`src/rtl/sipo_pkg.sv`:
```
// Shared constants and helpers for the sipo_register serial-in/parallel-out shifter.
package sipo_pkg;

  localparam int unsigned SIPO_DEFAULT_WIDTH = 4;

  localparam bit SIPO_DIR_LEFT  = 1'b1;
  localparam bit SIPO_DIR_RIGHT = 1'b0;

  // Bits needed to hold a bit count from 0 up to and including width.
  function automatic int unsigned sipo_cnt_width(input int unsigned width);
    return $clog2(width + 1);
  endfunction

endpackage

```
`src/rtl/sipo_register.sv`:
```
// Serial-in / parallel-out shift register with synchronous active-high reset.
// Optional SIPO_WORD_VALID_EN adds a one-cycle word_valid pulse per WIDTH shifted bits.
module sipo_register
  import sipo_pkg::*;
#(
  parameter int unsigned WIDTH      = SIPO_DEFAULT_WIDTH,
  parameter bit          SHIFT_LEFT = SIPO_DIR_LEFT
) (
  input  logic             clock,
  input  logic             reset,
  input  logic             serial_in,
  input  logic             shift,
`ifdef SIPO_WORD_VALID_EN
  output logic             word_valid,
`endif
  output logic [WIDTH-1:0] parallel_out
);

  logic [WIDTH-1:0] data_q;
  logic [WIDTH-1:0] data_d;

  // Next shift-register contents; direction fixed at elaboration.
  always_comb begin
    data_d = data_q;
    if (shift) begin
      if (SHIFT_LEFT) begin
        data_d = {data_q[WIDTH-2:0], serial_in};
      end else begin
        data_d = {serial_in, data_q[WIDTH-1:1]};
      end
    end
  end

  always_ff @(posedge clock) begin
    if (reset) begin
      data_q <= '0;
    end else begin
      data_q <= data_d;
    end
  end

  assign parallel_out = data_q;

`ifdef SIPO_WORD_VALID_EN
  localparam int unsigned CNT_W = sipo_cnt_width(WIDTH);

  logic [CNT_W-1:0] cnt_q;
  logic [CNT_W-1:0] cnt_d;
  logic             word_valid_q;
  logic             word_valid_d;

  // Count shifted bits; the shift that completes a word wraps the count and raises the pulse.
  always_comb begin
    cnt_d        = cnt_q;
    word_valid_d = 1'b0;
    if (shift) begin
      if (cnt_q == CNT_W'(WIDTH - 1)) begin
        cnt_d        = '0;
        word_valid_d = 1'b1;
      end else begin
        cnt_d = cnt_q + CNT_W'(1);
      end
    end
  end

  always_ff @(posedge clock) begin
    if (reset) begin
      cnt_q        <= '0;
      word_valid_q <= 1'b0;
    end else begin
      cnt_q        <= cnt_d;
      word_valid_q <= word_valid_d;
    end
  end

  assign word_valid = word_valid_q;
`endif

endmodule

```
`config.mk`:
```
export PLATFORM = sky130hd
export DESIGN_NAME = sipo_register
export DESIGN_NICKNAME = d
export VERILOG_FILES = /design/src/rtl/sipo_pkg.sv /design/src/rtl/sipo_register.sv
export SDC_FILE = /design/constraint.sdc
export NUM_CORES = 1
export LEC_CHECK = 0
export BUFFER_PORTS_ARGS = -buffer_cell sky130_fd_sc_hd__buf_2
export CAP_MARGIN = 10
export CORE_AREA = 2 2 39 41
export DETAILED_ROUTE_END_ITERATION = 6
export DIE_AREA = 0 0 41 43
export SYNTH_ARGS = -nofsm -noshare
export SYNTH_HDL_FRONTEND = slang
export SYNTH_SLANG_ARGS = --single-unit
```
`constraint.sdc`:
```
create_clock -name clock -period 1.6 [get_ports clock]
set_input_delay 0.32 -clock clock [delete_from_list [all_inputs] [get_ports clock]]
set_output_delay 0.32 -clock clock [all_outputs]
set_load 0.05 [all_outputs]
```
# [After elaboration in Yosys (flattened, before gate mapping)]
# Index checks and enable logic that the tools add are counted.
[word_totals] memories=0 inputBits=4 output_inout_bits=4 elab_cells=1 ram_bits=0 regBits=4 rom_bits=0 latch_bits=0
[op_classes] n_eq_ne=0 multipliers=0 n_addsub=0 shifts=0 div_mod_pow=0 magnitude_cmp=0 n_mux=0 n_bitwise=0 reduce_logical=0

# [Depth between registers and ports, before layout]
[depth] word_depth=0 ltp_mapped=3 ltp_nobuf=2

# [Worst setup path before layout]
# OpenSTA, ideal clock, no wires.
[synth_path] path_kind="reg2out" from="reg data_q[0], in the netlist parallel_out[0]" to="out parallel_out[0]" arrival_time_ns=0.617 required_ns=1.280 path_buffers=0 setup_slack_ns=0.663 path_stages_with_launch=1 cell_sequence="dfxtp_1"
[synth_lines] element="from (decl)" line_no="sipo_register.sv:19" text="logic [WIDTH-1:0] data_q;"
[synth_lines] element="from (signal assigned)" line_no="sipo_register.sv:38" text="data_q <= data_d;"
[synth_lines] element="to (decl)" line_no="sipo_register.sv:16" text="output logic [WIDTH-1:0] parallel_out"
# No word-level cell between the ends.

# [Final worst setup path]
[layout_path] from="reg data_q[1], in the netlist parallel_out[1]" to="out parallel_out[1]"
# No word-level cell between the ends.

==> run_results.csv <==
group,metric,value,unit
detailed_routing,drt_iter0_drc,3,
sta,fin_tns_setup,0,ns
worst_setup_path,crit_required,1.28,ns
logic_synthesis,syn-num-nets,17,
logic_synthesis,seq_area_frac_synth,57.1,%
detailed_routing,drc_errors,0,
logic_synthesis,yosys_register_bits,4,
place,gp_congestion,0.419,
global_routing,grt_pass1_wl,379,um
worst_setup_path,crit_fanout,3,
place,place_ws,0.691,ns
sta,hold_viol_final,0,
die,initial_utilization,10.1,%
sta,min_period,1.15,ns
die,die_x,41,um
sta,rsz0062_at_grt,"no",
worst_setup_path,cp-start-kind,"flop",
sta,fin_worst_skew,0.00433,ns
sta,clock.fmax,0.870,GHz
die,io_pins,8,
detailed_routing,ant_nets,0,
place,dpl_cell_area,190,sq um
worst_setup_path,crit_buf_inv,1,
sta,final-max-slew-violation-count,0,
worst_setup_path,cp.arrival,0.83,ns
pwr,vdd.ir_drop.worst,153,uV
worst_setup_path,r2r_cells,2,
die,die_h,43,um
logic_synthesis,syn_area,140,sq um
layout,nets,28,
clock_tree,clkTransAtPathRegs,0.04,ns
run,max_cap_viol_count,0,
worst_setup_path,r2r-end,"parallel_out[2]$_SDFFE_PP0P_",
die,coreArea,1380,sq um
min_path,hold_depth,2,
pwr,powerDensity,1170,nW/um^2
worst_setup_path,rr_startpoint,"parallel_out[1]$_SDFFE_PP0P_",
sta,finalSetupViolCount,0,
place,post-dp-hpwl,188,um
clock_tree,cts_setup_buffers,0,
worst_setup_path,crit_slowest_cell,"dfxtp_1",
worst_setup_path,crit_cells,1,
logic_synthesis,avgSynthCellArea,10.8,sq um
clock_tree,cts.sinks,4,
run_status,outcome,"finished, final reports clean",
sta,tightest_slew,0.248,ns
sta,slew_headroom,83.6,%
global_routing,grt_pass1_vias,110,
clock_tree,tritoncts,"yes",
min_path,hp-start,"reset",
layout,largest_reg_flops,4,
clock_tree,cts_resized,0,
pwr,p_leak,0.109,nW
clock_tree,hold_buffers,0,
detailed_routing,via_count,113,
min_path,worstHoldPathType,"in -> reg",
detailed_routing,wirelength,226,um
logic_synthesis,synthCells,13,
sta,period_share,71.8,%
clock_tree,cts_buffers,3,
detailed_routing,wl_per_cell,5.95,um
worst_setup_path,cpPeakStageDelay,0.33,ns
detailed_routing,vias_per_cell,2.97,
worst_setup_path,critPathTopFamily,"flip-flops",
worst_setup_path,crit_path_cell_trace,"buf_2",
logic_synthesis,ys_warn_count,0,
global_routing,grt.total_usage,4.51,%
global_routing,grt_max_degree,5,
sta,fin_ws,0.451,ns
worst_setup_path,reg2reg_slack,1.00,ns
die,dieArea,1760,sq um
layout,stdcell_count,38,
logic_synthesis,synth.distinct_cells,4,
min_path,hold_path_end,"parallel_out[0]$_SDFFE_PP0P_",
layout,diodes,0,
clock_tree,clock_latency,0.23,ns
place,portBuffers,7,
clock_tree,clockBufferDepth,2,
place,dpl.cell_count,35,
clock_tree,h-tree-depth,1,
global_routing,antenna_found_initial,0,
die,rows,14,
layout,drive_gt1_share,45.5,%
detailed_routing,first_pass_iters,2,
layout,area_delta_synth_final,51.8,%
clock_tree,cts-root-buf,"clkbuf_4",
global_routing,grt-ovfl-total,0,
worst_setup_path,critPathCaptureType,"primary output",
layout,final_area,213,sq um
worst_setup_path,path_class,"reg -> out",
layout,nFillCells,159,
-- through the flow --
step / util (%) / total power [mW] / hold slack (ns)
2_1_floorplan: - / 0.125 / 0.392
3_3_place_gp: 13.7 / 0.132 / 0.473
3_5_place_dp: 13.7 / 0.132 / 0.495
4_1_cts: 15.4 / 0.259 / 0.286
5_1_grt: 15.4 / 0.275 / 0.293
6_report: 15.4 / 0.249 / 0.295
-- Yosys cell counts --
cell / number / area share, %
nor2_1: 4 / 11
mux2i_1: 4 / 29
clkbuf_2: 1 / 3.6
dfxtp_1: 4 / 57
-- final cells by class --
cell class / instances / area [sq um] / area share [%]
Tap cell: 16 / 20.0 / 9.41
Multi-Input combinational cell: 8 / 55.1 / 25.9
Sequential cell: 4 / 80.1 / 37.6
Clock buffer: 3 / 22.5 / 10.6
Timing Repair Buffer: 7 / 35.0 / 16.5
-- worst max-delay path by stage --
| stage | end | start |
|---|---|---|
| floorplan | parallel_out[0] | parallel_out[0]$_SDFFE_PP0P_ |
| global placement | parallel_out[2] | parallel_out[2]$_SDFFE_PP0P_ |
| detailed placement | parallel_out[1] | parallel_out[1]$_SDFFE_PP0P_ |
| CTS | parallel_out[1] | parallel_out[1]$_SDFFE_PP0P_ |
| global route | parallel_out[0] | parallel_out[0]$_SDFFE_PP0P_ |
| finish | parallel_out[1] | parallel_out[1]$_SDFFE_PP0P_ |
-- where the power goes --
part / internal (mW) / switching [mW] / leakage, nW / total [mW]
Sequential: 0.103 / 0.00172 / 0.0325 / 0.105
Combinational: 0.00849 / 0.0166 / 0.0631 / 0.0251
Clock: 0.0835 / 0.0355 / 0.0138 / 0.119
Total: 0.195 / 0.0538 / 0.109 / 0.249
-- per-layer routing --
metal / global-route usage, % / routed length [um] / vias up
met2: 5.00 / 108 / 7
met5: 0 / 0 / -
li1: - / - / 63
met4: 10.0 / 0 / 0
met3: 4.71 / 28 / 0
met1: 1.60 / 90 / 43
-- placed cells by master, fill, tap and decap left out --
cell      n
mux2i_1   4
buf_2     7
dfxtp_1   4
nor2_1    4
clkbuf_4  3
-- cells by family (layout without fill, tap and decap cells) --
family | count (synthesis) | after routing | synth area share, %
flip-flops | 4 | 4 | 57.1
AND/OR/NAND/NOR | 4 | 4 | 10.7
buffers and inverters | 1 | 10 | 3.57
multiplexers | 4 | 4 | 28.6
Power figures use the tool's default switching activity.
